===== src/rtl/layer_sequencer.sv =====
// Control sequencer for a layered matrix-vector engine: loads each row, runs its
// compute beats, waits out the rounding latency, then drains one result per row.
module layer_sequencer #(
    parameter int N_LAYER = 4,
    parameter int N_ROW   = 16,
    parameter int N_BEAT  = 8,
    localparam int LW = (N_LAYER > 1) ? $clog2(N_LAYER) : 1,
    localparam int RW = (N_ROW > 1) ? $clog2(N_ROW) : 1,
    localparam int BW = (N_BEAT > 1) ? $clog2(N_BEAT) : 1
) (
    input  logic          clk,
    input  logic          rst_n,
    input  logic          start_i,
    input  logic          data_rdy_i,
    output logic          read_en_o,
    output logic [1:0]    wire_connect_o,
    output logic          acc_clr_o,
    output logic [LW-1:0] layer_o,
    output logic [RW-1:0] row_o,
    output logic          out_vld_o,
    input  logic          out_rdy_i,
    output logic          busy_o,
    output logic          done_o
);

    typedef enum logic [2:0] {
        S_IDLE    = 3'd0,
        S_LOAD    = 3'd1,
        S_COMPUTE = 3'd2,
        S_ROUND   = 3'd3,
        S_DRAIN   = 3'd4,
        S_DONE    = 3'd5
    } state_t;

    localparam logic [LW-1:0] LAST_LAYER = LW'(N_LAYER - 1);
    localparam logic [RW-1:0] LAST_ROW   = RW'(N_ROW - 1);
    localparam logic [BW-1:0] LAST_BEAT  = BW'(N_BEAT - 1);

    state_t        state_q, state_d;
    logic [LW-1:0] layer_q, layer_d;
    logic [RW-1:0] row_q, row_d;
    logic [BW-1:0] beat_q, beat_d;
    logic          round_q, round_d;
    logic [RW-1:0] drain_q, drain_d;
    logic          first_layer;

    assign first_layer = (layer_q == '0);
    assign layer_o     = layer_q;
    assign row_o       = row_q;

    always_comb begin
        state_d        = state_q;
        layer_d        = layer_q;
        row_d          = row_q;
        beat_d         = beat_q;
        round_d        = round_q;
        drain_d        = drain_q;
        read_en_o      = 1'b0;
        wire_connect_o = 2'd3;
        acc_clr_o      = 1'b0;
        out_vld_o      = 1'b0;
        busy_o         = 1'b1;
        done_o         = 1'b0;

        case (state_q)
            S_IDLE: begin
                busy_o = 1'b0;
                if (start_i) begin
                    layer_d = '0;
                    row_d   = '0;
                    beat_d  = '0;
                    round_d = 1'b0;
                    drain_d = '0;
                    state_d = S_LOAD;
                end
            end
            S_LOAD: begin
                acc_clr_o = 1'b1;
                if (first_layer) begin
                    wire_connect_o = 2'd0;
                    if (data_rdy_i) begin
                        read_en_o = 1'b1;
                        state_d   = S_COMPUTE;
                    end
                end else begin
                    wire_connect_o = 2'd1;
                    state_d        = S_COMPUTE;
                end
            end
            S_COMPUTE: begin
                // Layer 0 streams from upstream and stalls on it; later layers run free on feedback.
                wire_connect_o = first_layer ? 2'd0 : 2'd2;
                read_en_o      = first_layer && data_rdy_i;
                if (!first_layer || data_rdy_i) begin
                    if (beat_q == LAST_BEAT) begin
                        beat_d  = '0;
                        round_d = 1'b0;
                        state_d = S_ROUND;
                    end else begin
                        beat_d = beat_q + BW'(1);
                    end
                end
            end
            S_ROUND: begin
                if (!round_q) begin
                    round_d = 1'b1;
                end else begin
                    round_d = 1'b0;
                    if (row_q != LAST_ROW) begin
                        row_d   = row_q + RW'(1);
                        state_d = S_LOAD;
                    end else if (layer_q != LAST_LAYER) begin
                        row_d   = '0;
                        layer_d = layer_q + LW'(1);
                        state_d = S_LOAD;
                    end else begin
                        drain_d = '0;
                        state_d = S_DRAIN;
                    end
                end
            end
            S_DRAIN: begin
                out_vld_o = 1'b1;
                if (out_rdy_i) begin
                    if (drain_q == LAST_ROW) begin
                        state_d = S_DONE;
                    end else begin
                        drain_d = drain_q + RW'(1);
                    end
                end
            end
            S_DONE: begin
                done_o  = 1'b1;
                state_d = S_IDLE;
            end
            default: begin
                busy_o  = 1'b0;
                state_d = S_IDLE;
            end
        endcase
    end

    always_ff @(posedge clk) begin
        if (!rst_n) begin
            state_q <= S_IDLE;
            layer_q <= '0;
            row_q   <= '0;
            beat_q  <= '0;
            round_q <= 1'b0;
            drain_q <= '0;
        end else begin
            state_q <= state_d;
            layer_q <= layer_d;
            row_q   <= row_d;
            beat_q  <= beat_d;
            round_q <= round_d;
            drain_q <= drain_d;
        end
    end

endmodule


===== config.mk =====
export PLATFORM = sky130hd
export DESIGN_NAME = layer_sequencer
export DESIGN_NICKNAME = d
export VERILOG_FILES = /design/src/rtl/layer_sequencer.sv
export SDC_FILE = /design/constraint.sdc
export NUM_CORES = 1
export LEC_CHECK = 0
export ABC_AREA = 1
export CAP_MARGIN = 0
export CORE_MARGIN = 1.5
export CORE_UTILIZATION = 57
export CTS_CLUSTER_SIZE = 14
export DETAILED_ROUTE_END_ITERATION = 10
export GPL_ROUTABILITY_DRIVEN = 0
export HOLD_SLACK_MARGIN = 0.15
export PLACE_DENSITY_LB_ADDON = 0.3
export SLEW_MARGIN = 20
export SYNTH_ARGS = -nofsm -noshare
export SYNTH_HDL_FRONTEND = slang
export SYNTH_SLANG_ARGS = --single-unit

===== constraint.sdc =====
create_clock -name clk -period 2.2 [get_ports clk]
set_input_delay 0.55 -clock clk [delete_from_list [all_inputs] [get_ports clk]]
set_output_delay 0.55 -clock clk [all_outputs]
set_load 0.1 [all_outputs]

==> run metrics, run 1 <==
status finished clean; Rows 16; Final Hold Viols 0; post-synthesis instance total 169; final net count 202; complex-gate fraction of the synthesized area 0.127; Via-to-Cell Ratio 5.30; Initial Util 0.597; die height 48.1 um; Final period util 0.949; CP Launch Type register; Routed WL per cell ~11 um; commonest non-fill, non-tap cell in the layout nand2_1; Max Slew Vio Count 0; global-route wire length before repair 3730 um; Layout area overhead 30.0%; dpl hpwl 1960 um; core area 0.00194 sq mm; Num CTS Buffers 3; cell taking the most area after synthesis dfxtp_1; Antenna Violating Nets Remaining 0; DRC violations left 0; mux contribution to synthesized area 0; register-to-register setup slack ~0.6 ns; DRT Pass-1 Iters 4; CTS H-tree depth 1; Hold WC Path Type reg2reg; antenna violations before repair 0; met3 routed WL around 100 um; GRT Overall Usage 0.236; R2R Path End state_q[1]$_SDFFE_PN0P_; total wire length about 2500 um; Final Setup Violations 0; most frequent cells in the layout nand2_1 (41), nor2_1 (19), inv_1 (16), dfxtp_1 (15), a21oi_1 (13); Clock Pin Slew Worst Setup and Hold Paths around 0.090 ns; fin worst setup slack 0.112 ns; top-area cell type share of the netlist area 0.294; min Tclk post-route 2.09 ns; Final TNS setup 0 ns; Least-Margin Pin Slew 0.303 ns; Yosys cell types 31; DRT met1 WL 1040 um; length of routed met2 wiring 1290 um; Post-Synth Simple-Gate Area 0.409; die area 0.00231 sq mm; Synth Register Bits 17; crit path DAT approximately 1.5 ns; Post-Place Worst Slack 0.226 ns; GRT overflow 0; Max Cap Violations 0; Ports 18; main combinational cell family by area after synthesis simple AND/OR/NAND/NOR gates; Synth Net Count 180; main area contributors after synthesis dfxtp_1 (29%), nand2_1 (13%), ha_1 (6.5%); share of layout cells above drive strength 1 0.242; clk_skew between 0.0009 and 0.001 ns; via count 1151; Crit. End Element output pin; reg2reg path depth 10; sequential area share after synthesis 0.294; DRT iter0 DRCs 29; fmax 0.479 GHz; critical path peak fanout 8; Layout Utilization 0.776; clock root cell clkbuf_4; worst r2r src state_q[1]$_SDFFE_PN0P_; crit path capture read_en_o; vias in the first global route about 930; Die Width between 40 and 50 um; Post-Syn Area per Cell 6.86 sq um; CTS tree done; Post-Synth XOR/XNOR Area 0.0151; unrepaired setup endpoints after global routing false; critical path class reg2out; Post-CTS Hold Fix Bufs 0; clock buffer depth 2; PortBufs 17; Crit. Startpoint state_q[2]$_SDFFE_PN0P_; Synthesis Warnings 0; clock latency on the worst-skew pair 0.30 ns; Adder-Cell Fraction of Synth Area 0.0648; Post-Syn Area 0.00116 sq mm; slew margin rel. 0.798; Max Used Layer met4; Antenna Cells 0; Crit path required time 1.65 ns; pin count of the biggest net entering global routing 11; clk sinks 17
[layer usage]
layer  global-route usage  up-vias
met3               0.0491        6
met5                    0        -
met2                0.376       31
li1                     -      592
met4                0.141        0
met1                0.291      522
[sequential cells by signal, summed over array words and instances (netlist names)]
register and cells:
round_q 1, drain_q 4, row_o 4, state_q 3, beat_q 3, layer_o 2
[timing repair]
| item | CTS | global route |
|---|---|---|
| gates resized for setup | 0 | 2 |
| setup buffers | 0 | 0 |
| setup endpoints to repair | 0 | 1 |
[worst max-delay path: stages, from the launching register on]
cell and delay [ns]:
dfxtp_1 0.40, inv_4 0.17, nand3_2 0.16, nand2_4 0.14
inv_1 0.09, nor2_4 0.10, buf_12 0.18
[synth_stat cells]
cell      count
nor2_2        1
a21oi_1      13
nand3_4       1
ha_1          6
nand4_1       6
nor3_1        2
inv_1        16
a21oi_2       2
clkinv_1      1
nand2_2       3
a31oi_1       1
nor2_8        1
a21boi_0      1
o21ai_2       1
dfxtp_1      17
buf_6         1
o21ai_0       6
nand3_1      12
nor2_4        3
nand2_1      41
buf_4         1
o21ai_1       1
xnor2_1       1
nand3_2       3
inv_4         1
xor2_1        1
nand2_4       1
inv_2         3
nor2_1       20
clkbuf_1      1
a22oi_1       1
[cell families (layout without fill, tap and decap cells)]
family,after synthesis,in the layout
compound gates,26,26
fa+ha+maj,6,6
simple gates,94,94
flops,17,17
xor+xnor,2,2
buf+inv,24,45
[worst min-delay path by stage]
| stage | slack (ns) | endpoint | from | cells after the start |
|---|---|---|---|---|
| 2_1_floorplan | 0.44 | round_q$_SDFFE_PN0P_ | round_q$_SDFFE_PN0P_ | 2 |
| 3_3_place_gp | 0.45 | round_q$_SDFFE_PN0P_ | round_q$_SDFFE_PN0P_ | 2 |
| 3_5_place_dp | 0.46 | round_q$_SDFFE_PN0P_ | round_q$_SDFFE_PN0P_ | 2 |
| 4_1_cts | 0.47 | round_q$_SDFFE_PN0P_ | round_q$_SDFFE_PN0P_ | 2 |
| 5_1_grt | 0.49 | round_q$_SDFFE_PN0P_ | round_q$_SDFFE_PN0P_ | 2 |
| 6_report | 0.47 | round_q$_SDFFE_PN0P_ | round_q$_SDFFE_PN0P_ | 2 |
[layout make-up]
type / instances / area (sq um)
Clock buffer: 4 / 26.3
Inverter: 21 / 81.3
Multi-Input combinational cell: 128 / 772
Timing Repair Buffer: 20 / 248
Sequential cell: 17 / 345
Fill cell: 145 / 435
Tap cell: 27 / 33.8
[metrics by stage]
stage | cells | area, sq um | hold WS [ns]
after floorplan | 169 | 1210 | 0.439
after global placement | 213 | 1470 | 0.448
after detailed placement | 213 | 1470 | 0.458
after CTS | 217 | 1490 | 0.471
after global routing | 217 | 1510 | 0.494
final | 217 | 1510 | 0.470
Power of run 1 is left out: the tool's default activity adds up to more than one toggle a clock period on the data nets, which glitch-free logic cannot reach.
==> run 2, diff against run 1 <==
Settings changed: CAP_MARGIN 0 to 20.
==> results of run 2 <==
No change in the layout: final DEF, timing and power equal those of run 1.
Power of run 2 is left out for the same reason.
==> run 3, diff against run 2 <==
Settings changed: REMOVE_ABC_BUFFERS set to 1.
==> run 3 against run 2 <==
  * Flip-flop and latch count did not move
  * Global-route usage fell by 0.19 points
  * Register-to-register slack improved by 0.08 ns
  * Non-clock buffer count fell by 1
  * Critical path depth fell by 2
  * Wire length rose by 2.4%
  * Largest cell class unchanged
  * First-iteration DRC count fell by 21%
  * Final cell count fell by 0.46%
  * Worst setup slack improved by 0.0032 ns
  * Die area did not move
  * Highest routed layer unchanged
==> run metrics, run 3 (same netlist as run 1, synthesis figures left out) <==
unrepaired setup endpoints after global routing false; DRC violations left 0; min Tclk post-route 2.08 ns; reg2reg path depth 10; R2R Path End state_q[2]$_SDFFE_PN0P_; clk sinks 17; commonest non-fill, non-tap cell in the layout nand2_1; share of layout cells above drive strength 1 0.217; Final period util 0.948; Antenna Cells 0; met2 Use GR 0.405; DRT iter0 DRCs 23; Post-CTS Hold Fix Bufs 0; Num CTS Buffers 3; register-to-register setup slack 0.67 ns; hold endpoint round_q$_SDFFE_PN0P_; clock root cell clkbuf_4; clock latency on the worst-skew pair 0.29 ns; Crit path required time roughly 1.7 ns; Ports 18; GRT overflow 0; met1 track demand over resource 0.271; clock buffer depth 2; Least-Margin Pin Slew 0.336 ns; Clock Pin Slew Worst Setup and Hold Paths approximately 0.10 ns; Layout area overhead 24.3%; clk_skew just over 0.004 ns; Routed WL per cell 11.8 um; dpl hpwl between 1500 and 2000 um; status finished clean; post-CTS setup buffers 0; HP Start round_q$_SDFFE_PN0P_; CTS tree done; die height 48.1 um; crit path DAT 1.53 ns; Max Cap Violations 0; CP Launch Type register; Hold WC Path Type reg2reg; global-route wire length before repair 3810 um; slew margin rel. 0.773; core area 0.00194 sq mm; busiest grt layer met2; CTS H-tree depth 1; Non-Filler Instances 216; Crit. End Element output pin; WHS Path Cells 2; Final Hold Viols 0; dpl cells 212; PortBufs 17; final net count around 200; Max Slew Vio Count 0; most frequent cells in the layout nand2_1 (41), nor2_1 (20), inv_1 (16), dfxtp_1 (15), a21oi_1 (13); Final Setup Violations 0; critical path peak fanout 4; Initial Util 0.597; fmax 0.480 GHz; die area 0.00231 sq mm; Die Width 48.1 um; via count 1183; total wire length 2540 um; met3 usage 0.0453; worst r2r src state_q[0]$_SDFFE_PN0P_; antenna violations before repair 0; pin count of the biggest net entering global routing 11; DRT Pass-1 Iters 4; vias in the first global route 935; critical path class reg2out; GRT Overall Usage 0.234; Rows 16; Via-to-Cell Ratio 5.48; post-CTS sizing 2; Antenna Violating Nets Remaining 0
run 3: metrics by stage:
stage	instance area, sq um	setup TNS [ns]	hold slack [ns]	utilization	setup WS, ns
global placement	1410	0	0.448	0.726	0.195
finish	1440	0	0.476	0.742	0.115
global route	1440	0	0.503	0.742	0.00701
floorplan	1140	-6.72	0.439	-	-1.88
CTS	1440	0	0.478	0.741	0.0952
detailed placement	1410	0	0.464	0.726	0.176
run 3: cell type report:
type / instances / area (sq um)
Fill cell: 158 / 502
Inverter: 21 / 81.3
Sequential cell: 17 / 343
Clock inverter: 1 / 5.00
Timing Repair Buffer: 19 / 240
Tap cell: 27 / 33.8
Clock buffer: 3 / 22.5
Multi-Input combinational cell: 128 / 714
run 3: layer usage:
metal,part of all wire,up-vias
li1,-,590
met1,0.43,551
met2,0.50,38
met3,0.054,4
met4,0.014,0
met5,0,-
run 3: how the worst max path moves through the flow:
stage          slack (ns)                     from                end
6_report             0.12  layer_o[0]$_SDFFE_PN0P_  wire_connect_o[0]
5_1_grt             0.007  layer_o[0]$_SDFFE_PN0P_  wire_connect_o[0]
4_1_cts               0.1  state_q[0]$_SDFFE_PN0P_  wire_connect_o[0]
3_5_place_dp         0.18               data_rdy_i          read_en_o
3_3_place_gp         0.19               data_rdy_i          read_en_o
2_1_floorplan       -1.88  layer_o[0]$_SDFFE_PN0P_  wire_connect_o[0]
run 3: critical path, cell delays in order (launching register included):
cell	delay, ns
dfxtp_1	0.38
inv_1	0.08
ha_1	0.24
o21ai_0	0.32
buf_12	0.22
Power of run 3 is left out for the same reason.
